**src/rtl/sad_trigger_qualifier_pkg.sv**
```systemverilog
// Shared types for the SAD trigger qualifier: FSM state encoding and default widths.
package sad_trigger_qualifier_pkg;

  typedef enum logic [2:0] {
    ST_IDLE    = 3'd0,
    ST_WAIT    = 3'd1,
    ST_PULSE   = 3'd2,
    ST_HOLDOFF = 3'd3,
    ST_DONE    = 3'd4
  } state_t;

  localparam int DEF_COUNT_WIDTH   = 16;
  localparam int DEF_HOLDOFF_WIDTH = 20;
  localparam int DEF_PULSE_WIDTH   = 8;

  function automatic int max_int(input int a, input int b);
    return (a > b) ? a : b;
  endfunction

endpackage

```
**src/rtl/sad_trigger_qualifier_if.sv**
```systemverilog
// Control/status bundle between the SAD engines, register block and trigger qualifier.
// No valid/ready handshake: every signal is a level sampled on each clk_adc edge.
interface sad_trigger_qualifier_if #(
  parameter int pCOUNT_WIDTH   = 16,
  parameter int pHOLDOFF_WIDTH = 20,
  parameter int pPULSE_WIDTH   = 8
);
  import sad_trigger_qualifier_pkg::*;

  logic                      armed_and_ready;
  logic                      sad_trigger;
  logic [pPULSE_WIDTH-1:0]   cfg_pulse_width;
  logic [pHOLDOFF_WIDTH-1:0] cfg_holdoff;
  logic [pCOUNT_WIDTH-1:0]   cfg_max_triggers;
  logic                      trigger_out;
  logic                      busy;
  logic                      done;
  logic [pCOUNT_WIDTH-1:0]   trigger_count;
  logic [pCOUNT_WIDTH-1:0]   missed_count;
  state_t                    dbg_state;

  modport master (
    output armed_and_ready, sad_trigger, cfg_pulse_width, cfg_holdoff, cfg_max_triggers,
    input  trigger_out, busy, done, trigger_count, missed_count, dbg_state
  );

  modport slave (
    input  armed_and_ready, sad_trigger, cfg_pulse_width, cfg_holdoff, cfg_max_triggers,
    output trigger_out, busy, done, trigger_count, missed_count, dbg_state
  );

endinterface

```
**src/rtl/sad_trigger_qualifier.sv**
```systemverilog
// Edge-qualifies the raw SAD match, shapes it into a programmable-width pulse, applies
// holdoff and a per-arm trigger cap, and keeps saturating accepted/missed counters.
module sad_trigger_qualifier
  import sad_trigger_qualifier_pkg::*;
#(
  parameter int pCOUNT_WIDTH   = DEF_COUNT_WIDTH,
  parameter int pHOLDOFF_WIDTH = DEF_HOLDOFF_WIDTH,
  parameter int pPULSE_WIDTH   = DEF_PULSE_WIDTH
) (
  input  logic                     clk_adc,
  input  logic                     reset,
  sad_trigger_qualifier_if.slave   bus
);

  // One down-counter serves both the pulse and the holdoff phase.
  localparam int CNT_W = max_int(pPULSE_WIDTH, pHOLDOFF_WIDTH);

  state_t                    state, state_n;
  logic                      sad_trigger_r;
  logic [CNT_W-1:0]          cnt, cnt_n;
  logic [pHOLDOFF_WIDTH-1:0] holdoff_lat, holdoff_n;
  logic [pCOUNT_WIDTH-1:0]   trigger_count, trig_cnt_n;
  logic [pCOUNT_WIDTH-1:0]   missed_count, miss_cnt_n;
  logic                      trig_edge;

  assign trig_edge = bus.sad_trigger & ~sad_trigger_r;

  always_ff @(posedge clk_adc) begin
    if (reset) begin
      state         <= ST_IDLE;
      sad_trigger_r <= 1'b0;
      cnt           <= '0;
      holdoff_lat   <= '0;
      trigger_count <= '0;
      missed_count  <= '0;
    end else begin
      state         <= state_n;
      sad_trigger_r <= bus.sad_trigger;
      cnt           <= cnt_n;
      holdoff_lat   <= holdoff_n;
      trigger_count <= trig_cnt_n;
      missed_count  <= miss_cnt_n;
    end
  end

  always_comb begin
    state_n    = state;
    cnt_n      = cnt;
    holdoff_n  = holdoff_lat;
    trig_cnt_n = trigger_count;
    miss_cnt_n = missed_count;

    // Edges arriving while we cannot accept them are counted even as arm drops.
    if (trig_edge && (state == ST_PULSE || state == ST_HOLDOFF || state == ST_DONE) &&
        !(&missed_count))
      miss_cnt_n = missed_count + pCOUNT_WIDTH'(1);

    if (!bus.armed_and_ready) begin
      state_n = ST_IDLE;
    end else begin
      unique case (state)
        ST_IDLE: begin
          state_n    = ST_WAIT;
          trig_cnt_n = '0;
          miss_cnt_n = '0;
        end
        ST_WAIT: begin
          if (trig_edge) begin
            state_n    = ST_PULSE;
            trig_cnt_n = (&trigger_count) ? trigger_count : trigger_count + pCOUNT_WIDTH'(1);
            cnt_n      = (bus.cfg_pulse_width == '0) ? '0
                                                     : CNT_W'(bus.cfg_pulse_width) - CNT_W'(1);
            holdoff_n  = bus.cfg_holdoff;
          end
        end
        ST_PULSE: begin
          if (cnt == '0) begin
            if (bus.cfg_max_triggers != '0 && trigger_count == bus.cfg_max_triggers) begin
              state_n = ST_DONE;
            end else if (holdoff_lat != '0) begin
              state_n = ST_HOLDOFF;
              cnt_n   = CNT_W'(holdoff_lat) - CNT_W'(1);
            end else begin
              state_n = ST_WAIT;
            end
          end else begin
            cnt_n = cnt - CNT_W'(1);
          end
        end
        ST_HOLDOFF: begin
          if (cnt == '0) state_n = ST_WAIT;
          else           cnt_n   = cnt - CNT_W'(1);
        end
        ST_DONE:  state_n = ST_DONE;
        default:  state_n = ST_IDLE;
      endcase
    end
  end

  assign bus.trigger_out   = (state == ST_PULSE);
  assign bus.busy          = (state == ST_PULSE) || (state == ST_HOLDOFF);
  assign bus.done          = (state == ST_DONE);
  assign bus.trigger_count = trigger_count;
  assign bus.missed_count  = missed_count;
  assign bus.dbg_state     = state;

endmodule

```
**src/flat_wrapper.sv**
```systemverilog
// flat-port wrapper written by rule: the top's interface ports become plain ports
module sad_trigger_qualifier_flat import sad_trigger_qualifier_pkg::*;
#(
  parameter int pCOUNT_WIDTH   = DEF_COUNT_WIDTH,
  parameter int pHOLDOFF_WIDTH = DEF_HOLDOFF_WIDTH,
  parameter int pPULSE_WIDTH   = DEF_PULSE_WIDTH
)
  (clk_adc, reset, bus_armed_and_ready, bus_sad_trigger, bus_cfg_pulse_width, bus_cfg_holdoff, bus_cfg_max_triggers, bus_trigger_out, bus_busy, bus_done, bus_trigger_count, bus_missed_count, bus_dbg_state);
  sad_trigger_qualifier_if #(.pCOUNT_WIDTH(pCOUNT_WIDTH), .pHOLDOFF_WIDTH(pHOLDOFF_WIDTH), .pPULSE_WIDTH(pPULSE_WIDTH)) bus_i ();
  input  logic clk_adc;
  input  logic reset;
  input wire logic [$bits(bus_i.armed_and_ready)-1:0] bus_armed_and_ready;
  input wire logic [$bits(bus_i.sad_trigger)-1:0] bus_sad_trigger;
  input wire logic [$bits(bus_i.cfg_pulse_width)-1:0] bus_cfg_pulse_width;
  input wire logic [$bits(bus_i.cfg_holdoff)-1:0] bus_cfg_holdoff;
  input wire logic [$bits(bus_i.cfg_max_triggers)-1:0] bus_cfg_max_triggers;
  output wire logic [$bits(bus_i.trigger_out)-1:0] bus_trigger_out;
  output wire logic [$bits(bus_i.busy)-1:0] bus_busy;
  output wire logic [$bits(bus_i.done)-1:0] bus_done;
  output wire logic [$bits(bus_i.trigger_count)-1:0] bus_trigger_count;
  output wire logic [$bits(bus_i.missed_count)-1:0] bus_missed_count;
  output wire logic [$bits(bus_i.dbg_state)-1:0] bus_dbg_state;
  assign bus_i.armed_and_ready = bus_armed_and_ready;
  assign bus_i.sad_trigger = bus_sad_trigger;
  assign bus_i.cfg_pulse_width = bus_cfg_pulse_width;
  assign bus_i.cfg_holdoff = bus_cfg_holdoff;
  assign bus_i.cfg_max_triggers = bus_cfg_max_triggers;
  assign bus_trigger_out = bus_i.trigger_out;
  assign bus_busy = bus_i.busy;
  assign bus_done = bus_i.done;
  assign bus_trigger_count = bus_i.trigger_count;
  assign bus_missed_count = bus_i.missed_count;
  assign bus_dbg_state = bus_i.dbg_state;
  sad_trigger_qualifier #(.pCOUNT_WIDTH(pCOUNT_WIDTH), .pHOLDOFF_WIDTH(pHOLDOFF_WIDTH), .pPULSE_WIDTH(pPULSE_WIDTH)) u_core (.clk_adc(clk_adc), .reset(reset), .bus(bus_i));
endmodule
```
**config.mk**
```make
export PLATFORM = sky130hd
export DESIGN_NAME = sad_trigger_qualifier_flat
export DESIGN_NICKNAME = d
export VERILOG_FILES = /design/src/rtl/sad_trigger_qualifier_pkg.sv /design/src/rtl/sad_trigger_qualifier_if.sv /design/src/rtl/sad_trigger_qualifier.sv /design/src/flat_wrapper.sv
export SDC_FILE = /design/constraint.sdc
export NUM_CORES = 1
export LEC_CHECK = 0
export ABC_AREA = 1
export ABC_CLOCK_PERIOD_IN_PS = 2650
export CAP_MARGIN = 20
export CORE_MARGIN = 2
export CORE_UTILIZATION = 40
export CTS_CLUSTER_DIAMETER = 60
export CTS_CLUSTER_SIZE = 24
export DETAILED_ROUTE_END_ITERATION = 16
export PLACE_DENSITY = 0.64
export REMOVE_ABC_BUFFERS = 1
export SYNTH_ARGS = -nofsm -noshare
export SYNTH_HDL_FRONTEND = slang
export SYNTH_SLANG_ARGS = --single-unit
```
**constraint.sdc**
```tcl
create_clock -name clk_adc -period 2.65 [get_ports clk_adc]
set_clock_uncertainty 0.15 [all_clocks]
set_input_delay 0.53 -clock clk_adc [delete_from_list [all_inputs] [get_ports clk_adc]]
set_output_delay 0.53 -clock clk_adc [all_outputs]
set_load 0.02 [all_outputs]
```
---- After elaboration in Yosys (flattened, before gate mapping) ----
Index checks and enable logic that the tools add are counted.
operators by class
  add/sub/neg operators ................... 5
  equal/unequal tests ..................... 12
  multiplexer cells ....................... 19
  bitwise logic cells ..................... 3
  reductions and logical operators ........ 20
operators by type and width
  operator                                                                count
  20-bit 2-to-1 mux                                                       6
  16-bit 2-to-1 mux                                                       5
  20-bit case mux with 3 select lines                                     1
  20-bit by 1-bit subtractor with 20-bit output (second input constant)   2
  16-bit by 1-bit adder with 16-bit output (second input constant)        2
  16-bit case mux with 2 select lines                                     1
  16-bit AND reduction                                                    2
  20-bit zero test                                                        1
  20-bit nonzero test                                                     1
  16-bit equality test                                                    1
  16-bit nonzero test                                                     1
  3-bit case mux with 5 select lines                                      1
  3-bit 2-to-1 mux                                                        4
  8-bit by 1-bit subtractor with 9-bit output (second input constant)     1
  8-bit zero test                                                         1
  3-bit by 2-bit equality test with 1-bit output (second input constant)  2
  2-bit != test (second input constant)                                   3
  3-bit != test (second input constant)                                   2
  3-bit AND reduction                                                     2
  6-bit AND reduction                                                     1
  2-bit by 1-bit != test with 1-bit output (second input constant)        2
  4-bit AND reduction                                                     1
  3-bit by 1-bit equality test with 1-bit output (second input constant)  1
  3-bit equality test (second input constant)                             1
  other kinds (10)                                                        14
storage, ports and cells
  register bits ........................... 76
  input bits .............................. 48
  output and inout port bits .............. 38

---- Logic depth before layout (Yosys ltp) ----
Gate-level depths: netlist (run 1).
  depth in word-level cells ............... 8
  depth in mapped cells ................... 14
  mapped depth without buffers ............ 13

---- Least setup slack after synthesis (run 1) ----
Ideal clock, no wire load.
  path type ............................... input-to-reg
  start ................................... in bus_cfg_pulse_width[0]
  end ..................................... reg u_core.cnt[3]
  arrival time ............................ 1.723 ns
  path slack .............................. 0.638 ns
  cell stages on the path ................. 9
  path buffers ............................ 0
  cell sequence ........................... inv_1 -> ha_1 -> nand2_1 -> o21ai_0 -> inv_1 -> a21oi_1 -> o21ai_0 -> nand3_1 -> a21oi_2
on the way
  word-level cells in the longest chain between the ends .. 4
  elaborated cells between the ends (all ways) .. 5
  those cells by class .................... add/sub (1); mux (3); reduce/logical (1)
RTL lines
  element                                                                         RTL line                                                  text
  from (decl)                                                                     flat_wrapper.sv:14                                        input wire logic [$bits(bus_i.cfg_pulse_width)-1:0] bus_cfg_pulse_width;
  8-bit by 1-bit subtractor with 9-bit output or 8-bit zero test (tied branches)  sad_trigger_qualifier.sv:72, sad_trigger_qualifier.sv:71
  20-bit 2-to-1 mux *                                                             sad_trigger_qualifier.sv:71                               cnt_n = (bus.cfg_pulse_width == '0) ? '0
  20-bit 2-to-1 mux *                                                             sad_trigger_qualifier.sv:68                               if (trig_edge) begin
  20-bit case mux with 3 select lines *                                           sad_trigger_qualifier.sv:61                               unique case (state)
  to (signal assigned)                                                            sad_trigger_qualifier.sv:39                               cnt <= cnt_n;
  to (decl)                                                                       sad_trigger_qualifier.sv:20                               logic [CNT_W-1:0] cnt, cnt_n;
Every way passes the cells marked *; elsewhere a longest branch is shown, timed or not. The select of a mux whose other input is x is not followed.
A chain may end at the register's enable or synchronous reset.

---- Worst setup path after layout (run 1) ----
  start ................................... reg u_core.state[2], in the netlist u_core.bus.dbg_state[2]
  end ..................................... out bus_trigger_out
on the way
  word-level cells in the longest chain between the ends .. 1
RTL lines
  element                                         RTL line                      text
  from (decl)                                     sad_trigger_qualifier.sv:18   state_t state, state_n;
  from (signal assigned)                          sad_trigger_qualifier.sv:37   state <= state_n;
  3-bit by 2-bit equality test with 1-bit output  sad_trigger_qualifier.sv:100  assign bus.trigger_out = (state == ST_PULSE);
  to (decl)                                       flat_wrapper.sv:17            output wire logic [$bits(bus_i.trigger_out)-1:0] bus_trigger_out;
No other way between the ends.

==> results.sh, run 1 <==
export IMPL_async_reset_ff_share_pct=0
export IMPL_relSlewSlack_pct=64.6
export IMPL_cts_buffers=9
export IMPL_synth_cell_type_count=41
export IMPL_synthXorXnorAreaFrac_pct=6.63
export IMPL_cp_max_fo=5
export IMPL_yosysWarnings=0
export IMPL_dp_hpwl_mm=11.1
export IMPL_die_h_um=118
export IMPL_grt_usage_pct=21.5
export IMPL_synth_edf_count=0
export IMPL_netlist_area_sq_mm=0.00515
export IMPL_routed_wl_mm=14.4
export IMPL_initial_core_util_pct=40.8
export IMPL_fin_nets=1006
export IMPL_period_share_pct=92.3
export IMPL_criticalPathCategory="flip-flop to output pin"
export IMPL_worstPathRequired_ns=1.97
export IMPL_arrival_ns=1.77
export IMPL_yosys_top_cells_count="nand2_1, nor2_1, inv_1"
export IMPL_synthCells=850
export IMPL_dieArea_sq_mm=0.0138
export IMPL_p_per_area_mw_per_mm2=570
export IMPL_synthAdderAreaFrac_pct=1.21
export IMPL_crit_path_cell_trace="inv_1, nand2_1, nor2_1, clkdlybuf4s50_1"
export IMPL_yosysMostFrequentCell="nand2_1"
export IMPL_max_freq_mhz=409
export IMPL_clk_latency_ns=0.35
export IMPL_synthMuxAreaShare_pct=0
export IMPL_overflow=0
export IMPL_rsz0062_at_grt="no"
export IMPL_setup_viol=0
export IMPL_peakVddDrop_uv=311
export IMPL_antenna_found_initial=0
export IMPL_cts_max_level=3
export IMPL_grt_pass1_wl_mm=24.4
export IMPL_whs_ns=0.335
export IMPL_hold_class="flip-flop to flip-flop"
export IMPL_max_cap_viol_count=0
export IMPL_finalHoldViolCount=0
export IMPL_worstMarginPinSlew_ns=0.527
export IMPL_vias=5482
export IMPL_placed_area_sq_mm=0.00631
export IMPL_first_iter_violations=299
export IMPL_via_per_inst=4.85
export IMPL_outcome="completed"
export IMPL_grt_max_degree=36
export IMPL_cp_slowest_cell="clkdlybuf4s50_1"
export IMPL_post_cts_setup_buffers=0
export IMPL_die_w_um=118
export IMPL_ys_seq_area_share_pct=29.5
export IMPL_diodes=0
export IMPL_layout_drive_gt1_share_pct=7.83
export IMPL_core_rowCount=41
export IMPL_grt_pass1_vias=5092
export IMPL_clkTransAtPathRegs_ns=0.06
export IMPL_period_needed_ns=2.45
export IMPL_core_sq_mm=0.0126
export IMPL_startpoint_type="flip-flop"
export IMPL_post_drt_wl_per_cell_um=12.7
export IMPL_cts_tree="done"
export IMPL_final_area_sq_mm=0.00661
export IMPL_synth_avg_cell_area_sq_um=6.06
export IMPL_critPathCaptureType="output pin"
export IMPL_drc=0
export IMPL_cts_hold_buf=0
export IMPL_clockRootBuffer="clkbuf_16"
export IMPL_io_pins=86
export IMPL_p_leak_nw=2.93
export IMPL_synth_area_top_cells="dfxtp_1, nand2_1, nor2_1"
export IMPL_drt_first_pass_iters=5
export IMPL_reg2reg_setup_slack_ns=0.36
export IMPL_cts_sinks=76
export IMPL_yosys_area_share_simple_pct=41.9
export IMPL_path_buf_inv=2
export IMPL_synth_top_area_cell="dfxtp_1"
export IMPL_critPathTopFamily="buffers and inverters"
export IMPL_yosys_most_used_dff="dfxtp_1"
export IMPL_synth_top_family_by_area="simple AND/OR/NAND/NOR gates"
export IMPL_cts_resized=0
export IMPL_drv_slew=0
export IMPL_ys_seq_elements=76
export IMPL_area_growth_pct=28.3
export IMPL_port_buffers=85
export IMPL_place_gp_congestion=0.896
export IMPL_critical_path_max_stage_delay_ns=0.65
export IMPL_synth_compound_area_share_pct=11.0
export IMPL_synth_top_area_share_pct=29.5
export IMPL_clockBufferDepth=2
export IMPL_drtAntennaViolNets=0
## report_power, final
| group | internal [mW] | switching, mW | leakage (nW) | total, mW |
|---|---|---|---|---|
| sequential | 1.19 | 0.0556 | 0.616 | 1.25 |
| combinational | 0.479 | 0.770 | 2.17 | 1.25 |
| clock | 0.759 | 0.514 | 0.146 | 1.27 |
| total | 2.43 | 1.34 | 2.93 | 3.77 |
## sequential cells by signal (all words and copies together) (netlist names)
name	count
u_core.bus.missed_count	16
u_core.cnt	20
u_core.holdoff_lat	20
u_core.sad_trigger_r	1
u_core.bus.trigger_count	16
u_core.bus.dbg_state	3
## kinds of logic (layout without fill, tap and decap cells)
family,after synthesis,after routing
flops,76,76
compound gates,103,103
xor+xnor,39,39
simple gates,503,503
buf+inv,124,232
fa+ha+maj,5,5
## worst min-delay path, cell delays in order, from the launching register on
cell	delay, ns
dfxtp_1	0.33
nand2_2	0.07
a21oi_2	0.04
## layout make-up
cell class / instances / area, sq um
Clock buffer: 11 / 243
Inverter: 107 / 402
Fill cell: 1348 / 6010
Multi-Input combinational cell: 650 / 3130
Sequential cell: 76 / 1520
Clock inverter: 5 / 60.1
Tap cell: 172 / 215
Timing Repair Buffer: 109 / 1040
## placed cells by master, fill, tap and decap left out, types with 2 or more instances in the layout
master           synthesis  final
a211oi_1                 3      3
a21oi_1                 35     35
a21oi_2                  7      7
buf_4                    1     23
clkbuf_16                0      9
clkdlybuf4s50_1          0     85
dfxtp_1                 76     76
ha_1                     5      5
inv_1                  104    104
inv_2                    2      2
nand2_1                215    215
nand2_2                  9      9
nand2_4                  2      2
nand3_1                 62     62
nand3_2                  2      2
nand3b_1                 3      3
nand4_1                 10     10
nor2_1                 158    158
nor2_2                   5      5
nor2_4                   3      3
nor3_1                  23     23
nor4_1                   2      2
o21ai_0                 47     47
o21ai_1                  3      3
o21bai_1                 2      2
o22ai_1                  3      3
or2_2                    4      4
xnor2_1                  6      6
xor2_1                  33     33
## layer usage
layer / track usage, % / vias up / routed length, um
li1: - / 2895 / -
met1: 29.2 / 2452 / 7170
met2: 34.2 / 114 / 6270
met3: 4.46 / 21 / 657
met4: 6.70 / 0 / 267
met5: 0 / - / 0
## worst paths after layout
check | endpoint | start | cells past startpoint
setup reg to reg | u_core.cnt[4] | u_core.cnt[0] | 13
hold reg to reg | u_core.cnt[1] | u_core.cnt[1] | 2
setup / recovery | bus_trigger_out | u_core.bus.dbg_state[2] | 4
hold / removal | u_core.cnt[1] | u_core.cnt[1] | 2
## per-stage QoR
stage / TNS, ns / cells / util, % / setup WS (ns) / total power, mW
2_1_floorplan: 0 / 833 / - / 0.192 / 2.12
3_3_place_gp: 0 / 1114 / 50.0 / 0.00619 / 2.51
3_5_place_dp: -0.115 / 1114 / 50.0 / -0.0309 / 2.51
4_1_cts: 0 / 1130 / 52.4 / 0.177 / 3.80
5_1_grt: 0 / 1130 / 52.4 / 0.0864 / 4.01
6_report: 0 / 1130 / 52.4 / 0.203 / 3.77
Note: power is estimated with default switching activity, not from simulation.
==> run 2, diff against run 1 <==
--- a/config.mk
+++ b/config.mk
@@ -14,6 +14,7 @@
 export CTS_CLUSTER_SIZE = 24
 export DETAILED_ROUTE_END_ITERATION = 16
 export PLACE_DENSITY = 0.64
+export RECOVER_POWER = 25
 export REMOVE_ABC_BUFFERS = 1
 export SYNTH_ARGS = -nofsm -noshare
 export SYNTH_HDL_FRONTEND = slang
==> run 2 against run 1 <==
  * Global-route usage unchanged
  * Wire length up 0.51%
  * Sequential power about the same
  * Critical path depth stayed put
  * Register-to-register slack about the same
  * Die area did not move
  * Non-clock buffer count did not move
  * Clock power barely moved
  * First-iteration DRC count grew 19%
  * Critical endpoint unchanged
  * Sequential share of layout area about the same
==> results.sh, run 2 (same netlist as run 1, synthesis figures left out) <==
export IMPL_grt_pass1_wl_mm=24.4
export IMPL_wl_met1_mm=7.24
export IMPL_cts_tree="done"
export IMPL_cts_max_level=3
export IMPL_final_cell_mix="nand2_1, nor2_1, inv_1, dfxtp_1, clkdlybuf4s50_1"
export IMPL_hold_depth=2
export IMPL_grt_pass1_vias=5092
export IMPL_max_cap_viol_count=0
export IMPL_fin_setup_tns_ns=0
export IMPL_p_leak_nw=2.97
export IMPL_routed_wl_mm=14.4
export IMPL_overflow=0
export IMPL_ff_latch_area_sq_mm=0.00152
export IMPL_arrival_ns=1.77
export IMPL_drc=0
export IMPL_vias=5486
export IMPL_setup_viol=0
export IMPL_post_drt_wl_per_cell_um=12.8
export IMPL_clk_latency_ns=0.35
export IMPL_hold_class="flip-flop to flip-flop"
export IMPL_crit_path_cell_trace="inv_1, nand2_1, nor2_1, clkdlybuf4s50_1"
export IMPL_core_sq_mm=0.0126
export IMPL_io_pins=86
export IMPL_total_power_mw=3.77
export IMPL_initial_core_util_pct=40.8
export IMPL_rsz0062_at_grt="no"
export IMPL_dp_hpwl_mm=11.1
export IMPL_multi_input_comb_area_sq_mm=0.00313
export IMPL_relSlewSlack_pct=43.8
export IMPL_period_share_pct=92.3
export IMPL_max_freq_mhz=409
export IMPL_antenna_found_initial=0
export IMPL_first_iter_violations=355
export IMPL_reg_largest_list="u_core.cnt: 20 flops, u_core.holdoff_lat: 20 flops"
export IMPL_worstPathRequired_ns=1.97
export IMPL_via_per_inst=4.85
export IMPL_dieArea_sq_mm=0.0138
export IMPL_wl_met2_mm=6.30
export IMPL_drv_slew=0
export IMPL_critPathCaptureType="output pin"
export IMPL_wl_met3_um=639
export IMPL_grt_max_degree=36
export IMPL_fin_nets=1006
export IMPL_startpoint_type="flip-flop"
export IMPL_core_rowCount=41
export IMPL_period_needed_ns=2.45
export IMPL_cts_resized=0
export IMPL_clockRootBuffer="clkbuf_16"
export IMPL_p_per_area_mw_per_mm2=571
export IMPL_fillers=1351
export IMPL_place_gp_congestion=0.896
export IMPL_path_buf_inv=2
export IMPL_cp_slowest_cell="clkdlybuf4s50_1"
export IMPL_peakVddDrop_uv=311
export IMPL_outcome="completed"
export IMPL_post_cts_setup_buffers=0
export IMPL_routed_top_layer="met4"
export IMPL_die_h_um=118
export IMPL_finalHoldViolCount=0
export IMPL_criticalPathCategory="flip-flop to output pin"
export IMPL_critPathTopFamily="buffers and inverters"
export IMPL_drtAntennaViolNets=0
export IMPL_layout_drive_gt1_share_pct=7.52
export IMPL_drt_first_pass_iters=5
export IMPL_port_buffers=85
export IMPL_area_growth_pct=28.1
export IMPL_layout_commonest_cell="nand2_1"
export IMPL_placed_area_sq_mm=0.00631
export IMPL_grt_usage_pct=21.5
export IMPL_final_area_sq_mm=0.00660
export IMPL_die_w_um=118
export IMPL_reg2reg_depth=11
export IMPL_clockBufferDepth=2
export IMPL_cp_max_fo=5
export IMPL_cts_sinks=76
export IMPL_cts_hold_buf=0
export IMPL_worst_path_stages=4
export IMPL_cts_buffers=9
export IMPL_critical_path_max_stage_delay_ns=0.65
export IMPL_worstMarginPinSlew_ns=0.843
export IMPL_clkTransAtPathRegs_ns=0.06
export IMPL_diodes=0
-- run 2: power breakdown --
| group | internal (mW) | switching (mW) |
|---|---|---|
| combinational | 0.475 | 0.771 |
| clock | 0.759 | 0.517 |
| sequential | 1.19 | 0.0551 |
-- run 2: through the flow --
stage	cells	setup slack [ns]	hold slack (ns)	util, %
2_1_floorplan	833	0.192	0.300	-
3_5_place_dp	1114	-0.0309	0.325	50.0
3_3_place_gp	1114	0.00619	0.319	50.0
6_report	1130	0.205	0.335	52.3
5_1_grt	1130	0.0467	0.358	52.3
4_1_cts	1130	0.177	0.337	52.4
-- run 2: path summary, 6_finish.rpt --
kind                                start         endpoint  slack (ns)
setup reg to reg            u_core.cnt[0]   u_core.cnt[16]        0.35
setup / recovery  u_core.bus.dbg_state[2]  bus_trigger_out        0.20
hold / removal              u_core.cnt[1]    u_core.cnt[1]        0.33
hold reg to reg             u_core.cnt[1]    u_core.cnt[1]        0.33
-- run 2: area by class of cell --
cell class                      instances  share of cell area (%)
Clock buffer                           11                    3.68
Clock inverter                          5                   0.910
Sequential cell                        76                    23.1
Timing Repair Buffer                  109                    15.6
Inverter                              107                    6.09
Multi-Input combinational cell        650                    47.4
Tap cell                              172                    3.26
-- run 2: tightest hold or removal path, delay by kind of cell, from the launching register on --
family	cells	cell delay [ns]
AOI/OAI and AO/OA	1	0.04
and+or+nand+nor	1	0.07
DFF	1	0.33
-- run 2: routing by layer --
layer	global-route usage, %	vias to the layer above
met2	34.2	111
met3	4.46	21
met1	29.2	2461
li1	-	2893
met4	6.70	0
met5	0	-
